## config.mk

```make
export PLATFORM = sky130hd
export DESIGN_NAME = cpu_trace_monitor
export DESIGN_NICKNAME = d
export VERILOG_FILES = /design/src/rtl/trace_pkg.sv /design/src/rtl/trace_fifo.sv /design/src/rtl/cpu_trace_monitor.sv
export SDC_FILE = /design/constraint.sdc
export NUM_CORES = 2
export LEC_CHECK = 0
export ABC_AREA = 1
export BUFFER_PORTS_ARGS = -buffer_cell sky130_fd_sc_hd__buf_2
export CELL_PAD_IN_SITES_DETAIL_PLACEMENT = 0
export CELL_PAD_IN_SITES_GLOBAL_PLACEMENT = 2
export CORE_MARGIN = 2
export CORE_UTILIZATION = 35
export CTS_BUF_LIST = sky130_fd_sc_hd__clkbuf_2
export DETAILED_ROUTE_END_ITERATION = 8
export PLACE_DENSITY_LB_ADDON = 0.1
export SLEW_MARGIN = 25
export SYNTH_ARGS = -nofsm -noshare
export SYNTH_HDL_FRONTEND = slang
export SYNTH_SLANG_ARGS = --single-unit
```

## constraint.sdc

```tcl
create_clock -name clk -period 7.33 [get_ports clk]
set_clock_uncertainty 0.2 [all_clocks]
set_input_delay 1.466 -clock clk [delete_from_list [all_inputs] [get_ports clk]]
set_output_delay 1.466 -clock clk [all_outputs]
set_load 0.02 [all_outputs]
```

## src/rtl/trace_pkg.sv

```systemverilog
// Shared types for the CPU trace monitor: FSM states, entry kind bits and the
// trace entry layout at the default widths.
package trace_pkg;

    typedef enum logic [1:0] {
        ST_IDLE   = 2'd0,
        ST_RUN    = 2'd1,
        ST_HALTED = 2'd2,
        ST_FULL   = 2'd3
    } state_e;

    localparam logic [1:0] KIND_RF  = 2'b01;
    localparam logic [1:0] KIND_MEM = 2'b10;

    localparam int ENTRY_ADDR_W = 32;
    localparam int ENTRY_DATA_W = 32;
    localparam int ENTRY_TS_W   = 16;

    typedef struct packed {
        logic [ENTRY_ADDR_W-1:0] pc;
        logic [ENTRY_DATA_W-1:0] instr;
        logic [1:0]              kind;
        logic [ENTRY_DATA_W-1:0] data;
        logic [ENTRY_TS_W-1:0]   ts;
    } trace_entry_t;

    function automatic logic [1:0] kind_of(input logic rf_we, input logic mem_we);
        return (rf_we ? KIND_RF : 2'b00) | (mem_we ? KIND_MEM : 2'b00);
    endfunction

endpackage

```

## src/rtl/trace_fifo.sv

```systemverilog
// Circular trace storage with optional overwrite-oldest when full.
// Head entry is visible combinationally on rdata_o.
module trace_fifo #(
    parameter int  DEPTH = 16,
    parameter type T     = logic [7:0]
) (
    input  logic                   clk,
    input  logic                   rst_n,
    input  logic                   clear_i,
    input  logic                   push_i,
    input  logic                   pop_i,
    input  logic                   overwrite_en_i,
    input  T                       wdata_i,
    output T                       rdata_o,
    output logic [$clog2(DEPTH):0] count_o,
    output logic                   full_o,
    output logic                   empty_o,
    output logic                   overwrite_o
);
    localparam int AW = $clog2(DEPTH);
    localparam int CW = AW + 1;

    T                mem_q [DEPTH];
    logic [AW-1:0]   wr_q, wr_d;
    logic [AW-1:0]   rd_q, rd_d;
    logic [CW-1:0]   cnt_q, cnt_d;
    logic            do_pop, do_write, ovw;

    assign full_o  = (cnt_q == CW'(DEPTH));
    assign empty_o = (cnt_q == '0);

    // A pop in the same cycle frees a slot, so a push at full only loses data without one.
    assign do_pop      = pop_i && !empty_o && !clear_i;
    assign ovw         = push_i && !clear_i && full_o && !do_pop && overwrite_en_i;
    assign do_write    = push_i && !clear_i && (!full_o || do_pop || overwrite_en_i);
    assign overwrite_o = ovw;
    assign rdata_o     = mem_q[rd_q];
    assign count_o     = cnt_q;

    always_comb begin
        wr_d  = wr_q;
        rd_d  = rd_q;
        cnt_d = cnt_q;
        if (clear_i) begin
            wr_d  = '0;
            rd_d  = '0;
            cnt_d = '0;
        end else begin
            if (do_write)
                wr_d = wr_q + 1'b1;
            if (do_pop || ovw)
                rd_d = rd_q + 1'b1;
            if (do_write && !do_pop && !ovw)
                cnt_d = cnt_q + 1'b1;
            else if (do_pop && !do_write)
                cnt_d = cnt_q - 1'b1;
        end
    end

    always_ff @(posedge clk) begin
        if (do_write)
            mem_q[wr_q] <= wdata_i;
    end

    always_ff @(posedge clk or negedge rst_n) begin
        if (!rst_n) begin
            wr_q  <= '0;
            rd_q  <= '0;
            cnt_q <= '0;
        end else begin
            wr_q  <= wr_d;
            rd_q  <= rd_d;
            cnt_q <= cnt_d;
        end
    end

endmodule

```

## src/rtl/cpu_trace_monitor.sv

```systemverilog
// Retirement trace monitor: captures retired instructions with their writeback
// data and a timestamp, supports PC breakpoints that stall the CPU.
module cpu_trace_monitor
    import trace_pkg::*;
#(
    parameter int ADDR_W = 32,
    parameter int DATA_W = 32,
    parameter int DEPTH  = 16,
    parameter int NUM_BP = 2,
    parameter int TS_W   = 16
) (
    input  logic                     clk,
    input  logic                     rst,
    input  logic                     retire_valid,
    input  logic [ADDR_W-1:0]        retire_pc,
    input  logic [DATA_W-1:0]        retire_instr,
    input  logic                     rf_we,
    input  logic [3:0]               rf_waddr,
    input  logic [DATA_W-1:0]        rf_wdata,
    input  logic                     mem_we,
    input  logic [ADDR_W-1:0]        mem_addr,
    input  logic [DATA_W-1:0]        mem_wdata,
    input  logic                     cfg_enable,
    input  logic                     cfg_mode,
    input  logic                     cfg_clear,
    input  logic [NUM_BP-1:0]        bp_en,
    input  logic [NUM_BP*ADDR_W-1:0] bp_addr,
    input  logic                     resume,
    input  logic                     rd_req,
    output logic                     rd_valid,
    output logic [ADDR_W-1:0]        rd_pc,
    output logic [DATA_W-1:0]        rd_instr,
    output logic [1:0]               rd_kind,
    output logic [DATA_W-1:0]        rd_data,
    output logic [TS_W-1:0]          rd_ts,
    output logic                     halt,
    output logic [$clog2(DEPTH):0]   count,
    output logic                     overflow,
    output logic [1:0]               state
);
    localparam int CNT_W = $clog2(DEPTH) + 1;

    typedef struct packed {
        logic [ADDR_W-1:0] pc;
        logic [DATA_W-1:0] instr;
        logic [1:0]        kind;
        logic [DATA_W-1:0] data;
        logic [TS_W-1:0]   ts;
    } entry_t;

    state_e            state_q;
    logic [TS_W-1:0]   ts_q;
    logic              ovf_q;
    logic              skip_q;
    logic              rd_valid_q;
    entry_t            rd_q;

    entry_t            wr_entry, head;
    logic [CNT_W-1:0]  fifo_count;
    logic              fifo_full, fifo_empty, fifo_ovw;
    logic              bp_match, push, pop, bp_hit, becomes_full, stuck_full, ts_run;
    logic              unused_ok;

    assign unused_ok = ^{rf_waddr, mem_addr};

    always_comb begin
        bp_match = 1'b0;
        for (int i = 0; i < NUM_BP; i++)
            if (bp_en[i] && retire_pc == bp_addr[i*ADDR_W +: ADDR_W])
                bp_match = 1'b1;
    end

    always_comb begin
        wr_entry.pc    = retire_pc;
        wr_entry.instr = retire_instr;
        wr_entry.kind  = kind_of(rf_we, mem_we);
        wr_entry.data  = rf_we ? rf_wdata : (mem_we ? mem_wdata : '0);
        wr_entry.ts    = ts_q;
    end

    // In stop mode a push at full is refused unless a pop makes room this cycle.
    assign pop          = rd_req && !fifo_empty && !cfg_clear;
    assign push         = (state_q == ST_RUN) && retire_valid && cfg_enable && !cfg_clear
                          && !(cfg_mode && fifo_full && !pop);
    assign bp_hit       = push && bp_match && !skip_q;
    assign becomes_full = push && !pop && (fifo_count == CNT_W'(DEPTH - 1));
    assign stuck_full   = fifo_full && !pop && !cfg_clear;
    assign ts_run       = (state_q == ST_RUN) || (state_q == ST_FULL);

    trace_fifo #(
        .DEPTH (DEPTH),
        .T     (entry_t)
    ) u_fifo (
        .clk            (clk),
        .rst_n          (rst),
        .clear_i        (cfg_clear),
        .push_i         (push),
        .pop_i          (pop),
        .overwrite_en_i (!cfg_mode),
        .wdata_i        (wr_entry),
        .rdata_o        (head),
        .count_o        (fifo_count),
        .full_o         (fifo_full),
        .empty_o        (fifo_empty),
        .overwrite_o    (fifo_ovw)
    );

    always_ff @(posedge clk or negedge rst) begin
        if (!rst) begin
            state_q    <= ST_IDLE;
            ts_q       <= '0;
            ovf_q      <= 1'b0;
            skip_q     <= 1'b0;
            rd_valid_q <= 1'b0;
            rd_q       <= '0;
        end else begin
            rd_valid_q <= pop;
            if (pop)
                rd_q <= head;

            if (cfg_clear) begin
                ts_q  <= '0;
                ovf_q <= 1'b0;
            end else begin
                if (ts_run)
                    ts_q <= ts_q + 1'b1;
                if (fifo_ovw)
                    ovf_q <= 1'b1;
            end

            if (!cfg_enable) begin
                state_q <= ST_IDLE;
                skip_q  <= 1'b0;
            end else begin
                case (state_q)
                    ST_IDLE:   state_q <= ST_RUN;
                    ST_RUN: begin
                        if (retire_valid)
                            skip_q <= 1'b0;
                        if (bp_hit)
                            state_q <= ST_HALTED;
                        else if (cfg_mode && (becomes_full || stuck_full))
                            state_q <= ST_FULL;
                    end
                    // The retire right after resume is exempt from re-triggering the breakpoint.
                    ST_HALTED: begin
                        if (resume) begin
                            skip_q  <= 1'b1;
                            state_q <= (cfg_mode && stuck_full) ? ST_FULL : ST_RUN;
                        end
                    end
                    ST_FULL: begin
                        if (pop || !cfg_mode || !fifo_full)
                            state_q <= ST_RUN;
                    end
                    default:   state_q <= ST_IDLE;
                endcase
            end
        end
    end

    assign halt     = (state_q == ST_HALTED);
    assign state    = state_q;
    assign count    = fifo_count;
    assign overflow = ovf_q;
    assign rd_valid = rd_valid_q;
    assign rd_pc    = rd_q.pc;
    assign rd_instr = rd_q.instr;
    assign rd_kind  = rd_q.kind;
    assign rd_data  = rd_q.data;
    assign rd_ts    = rd_q.ts;

endmodule

```

# After elaboration in Yosys (flattened, before gate mapping)
# Memory sizes are Yosys's and may differ from the RTL's. A register that Yosys moved wholly into a read port is not among the register bits.
# Index checks and enable logic that the tools add are counted.
totals:
  register_bits: 34
  latch_bits: 0
  ram_bits: 1824
  mem_bits_ro: 0
  input_bits: 240
  output_inout_bits: 124
  elab_cells: 112
  memories: 1
memory_table:
  columns: ["name", "depth", "width", "rd", "rd_ports_with_merged_regs", "wr", "line", "text"]
  rows:
  - ["u_fifo.mem_q", 16, 114, 1, 1, 1, "trace_fifo.sv:23", "T mem_q [DEPTH];"]
classes:
  addsub: 5
  multipliers: 0
  n_div: 0
  n_lt_le_gt_ge: 0
  eq_ne: 12
  shift: 0
  muxes: 30
  n_bitwise: 1
  n_reduce_logical: 55
ops:
  columns: ["cell", "count"]
  rows:
  - ["== test 32 bit", 2]
  - ["two-way mux 32 bit", 2]
  - ["two-way mux 16 bit", 2]
  - ["logical AND 1 bit", 28]
  - ["adder 16 x 1 -> 16 bit (second input constant)", 1]
  - ["two-way mux 4 bit", 4]
  - ["two-way mux 5 bit", 3]
  - ["two-way mux 2 bit", 7]
  - ["zero test 1 bit", 11]
  - ["two-way mux 1 bit", 10]
  - ["adder 4 x 1 -> 4 bit (second input constant)", 2]
  - ["one-hot mux 2 bit (4 select lines)", 1]
  - ["nonzero test 2 bit", 4]
  - ["logical OR 1 bit", 7]
  - ["inequality test 3 bit (second input constant)", 2]
  - ["AND reduction 3 bit", 2]
  - ["adder 5 x 1 -> 5 bit (second input constant)", 1]
  - ["== test 5 x 4 -> 1 bit (second input constant)", 1]
  - ["== test 5 bit (second input constant)", 1]
  - ["zero test 5 bit", 1]
  - ["subtractor 5 x 1 -> 5 bit (second input constant)", 1]
  - ["== test 2 bit (second input constant)", 2]
  - ["inequality test 4 x 3 -> 1 bit (second input constant)", 1]
  - ["inequality test 3 x 1 -> 1 bit (second input constant)", 1]
  - ["other kinds (6)", 6]

# Logic depth before layout (Yosys ltp)
depth:
  depth_word: 16
  mapped_depth: 17
  mapped_depth_nobuf: 17

# Modules after synthesis
# Synthesis repeated with hierarchy kept, for this count alone.
hier_totals:
  hier_cells: 5941
  area_unflattened_um2: 78113.7
by_module_without_submodules:
  columns: ["mod", "instances", "cells_per_inst", "area_each_um2", "seq_area_each_um2"]
  rows:
  - ["trace_fifo", 1, 4966, 71170.8, 55097.8]
  - ["cpu_trace_monitor", 1, 975, 6942.9, 3378.2]

# Least setup slack after synthesis
# Ideal clock, no wire load.
synth_timing:
  path_type: "input port to flip-flop"
  from: "in cfg_clear"
  to: "mem u_fifo.mem_q[0][0] (netlist name), enable pin"
  setup_ns: 0.588
  arrival_ns: 7.131
  required_ns: 6.542
  setup_slack_ns: -0.589
  path_stages: 7
  path_buffers: 2
  cell_sequence: "buf_2 o21ai_1 nor2_4 nor2_2 buf_4 nand2_1 nor2_1"
synth_between:
  elab_chain_len: 10
  elab_cells_between_ends: 15
  classes_between: "mux: 2; reduce/logical: 13"
synth_rtl:
  columns: ["item", "line", "text"]
  rows:
  - ["start, declared", "cpu_trace_monitor.sv:25", "input logic cfg_clear,"]
  - ["zero test 1 bit *", null, null]
  - ["logical AND 1 bit", "cpu_trace_monitor.sv:82", "assign pop = rd_req && !fifo_empty && !cfg_clear;"]
  - ["zero test 1 bit", "cpu_trace_monitor.sv:84", "&& !(cfg_mode && fifo_full && !pop);"]
  - ["logical AND 1 bit", "cpu_trace_monitor.sv:84", null]
  - ["zero test 1 bit", "cpu_trace_monitor.sv:84", null]
  - ["logical AND 1 bit", "cpu_trace_monitor.sv:84", null]
  - ["logical AND 1 bit", "trace_fifo.sv:35", "assign do_write = push_i && !clear_i && (!full_o || do_pop || overwrite_en_i);"]
  - ["logical AND 1 bit *", "trace_fifo.sv:35", null]
  - ["two-way mux 1 bit *", "trace_fifo.sv:61", "if (do_write)"]
  - ["two-way mux 1 bit (implied by the code) *", "trace_fifo.sv:62", "mem_q[wr_q] <= wdata_i;"]
  - ["end, declared", "trace_fifo.sv:23", null]
# Mark *: on every way between the ends. The rest lies on a longest branch, timed or not.

# Final worst setup path
layout_timing:
  from: "reg state_q[0] (netlist: state[0])"
  to: "out halt"
layout_between:
  elab_chain_len: 1
layout_rtl:
  columns: ["item", "line", "text"]
  rows:
  - ["start, declared", "cpu_trace_monitor.sv:51", "state_e state_q;"]
  - ["start signal, assigned", "cpu_trace_monitor.sv:149", "state_q <= (cfg_mode && stuck_full) ? ST_FULL : ST_RUN;"]
  - ["== test 2 bit", "cpu_trace_monitor.sv:162", "assign halt = (state_q == ST_HALTED);"]
  - ["end, declared", "cpu_trace_monitor.sv:36", "output logic halt,"]
# No other way between the ends.

==> impl_metrics.ini <==
[routing]
vias = 52000
wl_per_cell_um = 24.7
drt-initial-drc-count = 3295
drc = 0
dr.pass1.iters = 5
routed_via_density = 5.22
wl_um = 246000
ant_nets = 0

[setup_path]
start_kind = flop
crit_required_ns = 5.66
worst-path-max-fanout = 5
cp.arrival_ns = 2.80
path_class = reg -> out
worstSetupEndpointType = primary output

[clocking]
clkSlewWorstSetupHoldPaths_ns = 0.09
cts_buffer_depth = 4
cts_htree_levels = 6
cts_sinks = 1972
cts-resized-gates = 0
cts-root-buf = clkbuf_2
insertion_delay_ns = 1.85
tritoncts = yes
numCtsBuffers = 562

[yosys]
seq_area_frac_synth_pct = 75.4
yosysWarnings = 0
synth_nets = 6169
ys_seq_elements = 1972
synth_cell_types = 46
syn-instance-count = 5915
syn-cell-area_um2 = 77600
avgSynthCellArea_um2 = 13.1

[global_routing]
grt_pass1_wl_um = 356000
antenna_found_initial = 11
grt_use_total_pct = 21.5
grt_start_max_net_pins = 197
grt_pass1_vias = 52500
grt_overflow_total = 0

[timing]
max_slew_margin_pct = 16.0
drv_slew = 0
setup_viol = 0
rsz0062_at_grt = no
max_freq_mhz = 224
layout_min_cycle_time_ns = 4.46
hold_viol = 0
worstMarginPinSlew_ns = 1.26
period_share_pct = 60.9

[layout]
fin_util_pct = 40.3
layoutNonFillerInstCount = 9968
drive_gt1_share_pct = 19.1
final_common_cell = edfxtp_1
layout_common_cells = edfxtp_1 (1,824), nor2_1 (1,189), o21ai_0 (978), clkbuf_2 (858), nand2_1 (328)
nets = 6851
syn_to_final_growth_pct = 14.2

[floorplan]
die_y_um = 475
start_util_pct = 35.3
die_width_um = 475
io_pins = 364
core-area_um2 = 220000
rows = 172
dieArea_um2 = 225000

[pwr]
power.total_mw = 25.3
power_density_nw_per_um2 = 285
leakage_nw = 31.0
max-vdd-ir-drop_uv = 184

[job]
drv_cap = 0

[place]
placed_cells = 8862
gp_congestion = 0.717
numPortBuffers = 327
dp.final_hpwl_um = 111000

[run_status]
outcome = completed

[min_path]
hold_class = reg -> reg
## metrics by stage
step           area, um2  hold WS, ns  setup slack (ns)  TNS [ns]
5_1_grt            88600        0.156              2.59         0
6_report           88600        0.283              2.87         0
2_1_floorplan      77600        0.253            -0.589  -1068.36
4_1_cts            88600      0.00207              2.53         0
3_3_place_gp       82300        0.257              2.44         0
3_5_place_dp       82400        0.263              2.53         0
## synth_stat cells, drive strengths merged
library cell  count  area, um2
inv              95        357
nor3             10       50.1
o32ai             6       52.6
o21ai          1050       5260
dfrtp           148       3700
nand3           173        871
xor2              7       61.3
o22ai           256       1600
xnor2            19        166
a21boi            2       15.0
nand4             6       37.5
or2               1       6.26
o31ai             1       7.51
o21a              2       15.0
nor4              3       40.0
nand2           333       1270
edfxtp         1824      54800
clkinv            1       5.00
a31oi            77        482
nor2           1209       4550
a21oi            20        115
fa                1       20.0
a31o              1       8.76
a221oi            1       8.76
o221ai          234       2050
clkbuf          256        962
ha               13        163
a211oi            1       7.51
a32o              1       10.0
buf             163        900
and3              1       7.51
## cell families after synthesis
logic type | Yosys count | synth area share, %
compound gates | 1652 | 12.4
xor+xnor | 26 | 0.294
fa+ha+maj | 14 | 0.235
buf+inv | 515 | 2.87
flops | 1972 | 75.4
simple gates | 1736 | 8.81
## sequential cells by signal, summed over array words and instances (netlist names)
register and cells:
overflow 1, rd_pc 32, rd_instr 32, u_fifo.mem_q 1824, u_fifo.count_o 5, u_fifo.rd_q 4, rd_ts 16, skip_q 1
rd_data 32, u_fifo.wr_q 4, state 2, rd_valid 1, rd_kind 2, ts_q 16
## what timing repair did
action	CTS	global route
buffers inserted	0	0
hold buffers	129	0
hold endpoints to repair	1504	0
## final timing paths
kind | startpoint | endpoint | slack [ns] | depth (start not counted)
worst max-delay path | state[0]$_DFFE_PN0P_ | halt | 2.87 | 3
worst min-delay path | rd_pc[4]$_DFFE_PN0P_ | rd_pc[4]$_DFFE_PN0P_ | 0.28 | 2
worst max register to register | u_fifo.rd_q[1]$_DFFE_PN0P_ | rd_instr[17]$_DFFE_PN0P_ | 3.49 | 8
worst min register to register | rd_pc[4]$_DFFE_PN0P_ | rd_pc[4]$_DFFE_PN0P_ | 0.28 | 2
max in group asynchronous | rst | rd_instr[23]$_DFFE_PN0P_ | 5.34 | 4
min in group asynchronous | rst | rd_data[27]$_DFFE_PN0P_ | 0.68 | 4
## per-layer routing
metal | global-route usage, % | wire (um) | part of all wire (%) | up-vias
met2 | 35.1 | 116000 | 47 | 1423
li1 | - | - | - | 23700
met3 | 3.99 | 12200 | 4.9 | 338
met1 | 29.3 | 113000 | 46 | 26500
met4 | 6.24 | 4570 | 1.9 | 2
met5 | 0 | 12 | 0.0049 | -
## layout make-up
cell class	instances	area, um2
repair buffers	537	4070
clock inverters	113	626
clock buffers	858	4290
well taps	2958	3700
flip-flops and latches	1972	58500
multi-input cells	3428	17000
inverters	96	412
fillers	21500	131000
diodes	6	15.0
## where the power goes
part | switching, mW | internal (mW) | leakage [nW]
Sequential | 0.400 | 12.7 | 18.2
Combinational | 2.98 | 1.25 | 8.84
Clock | 4.67 | 3.32 | 3.88
## worst max-delay path, stage by stage (launching register included)
cell and delay (ns):
dfrtp_1 0.43, inv_1 0.08, ha_1 0.25, buf_2 0.21
No activity file was read; power rests on OpenSTA's default activity.
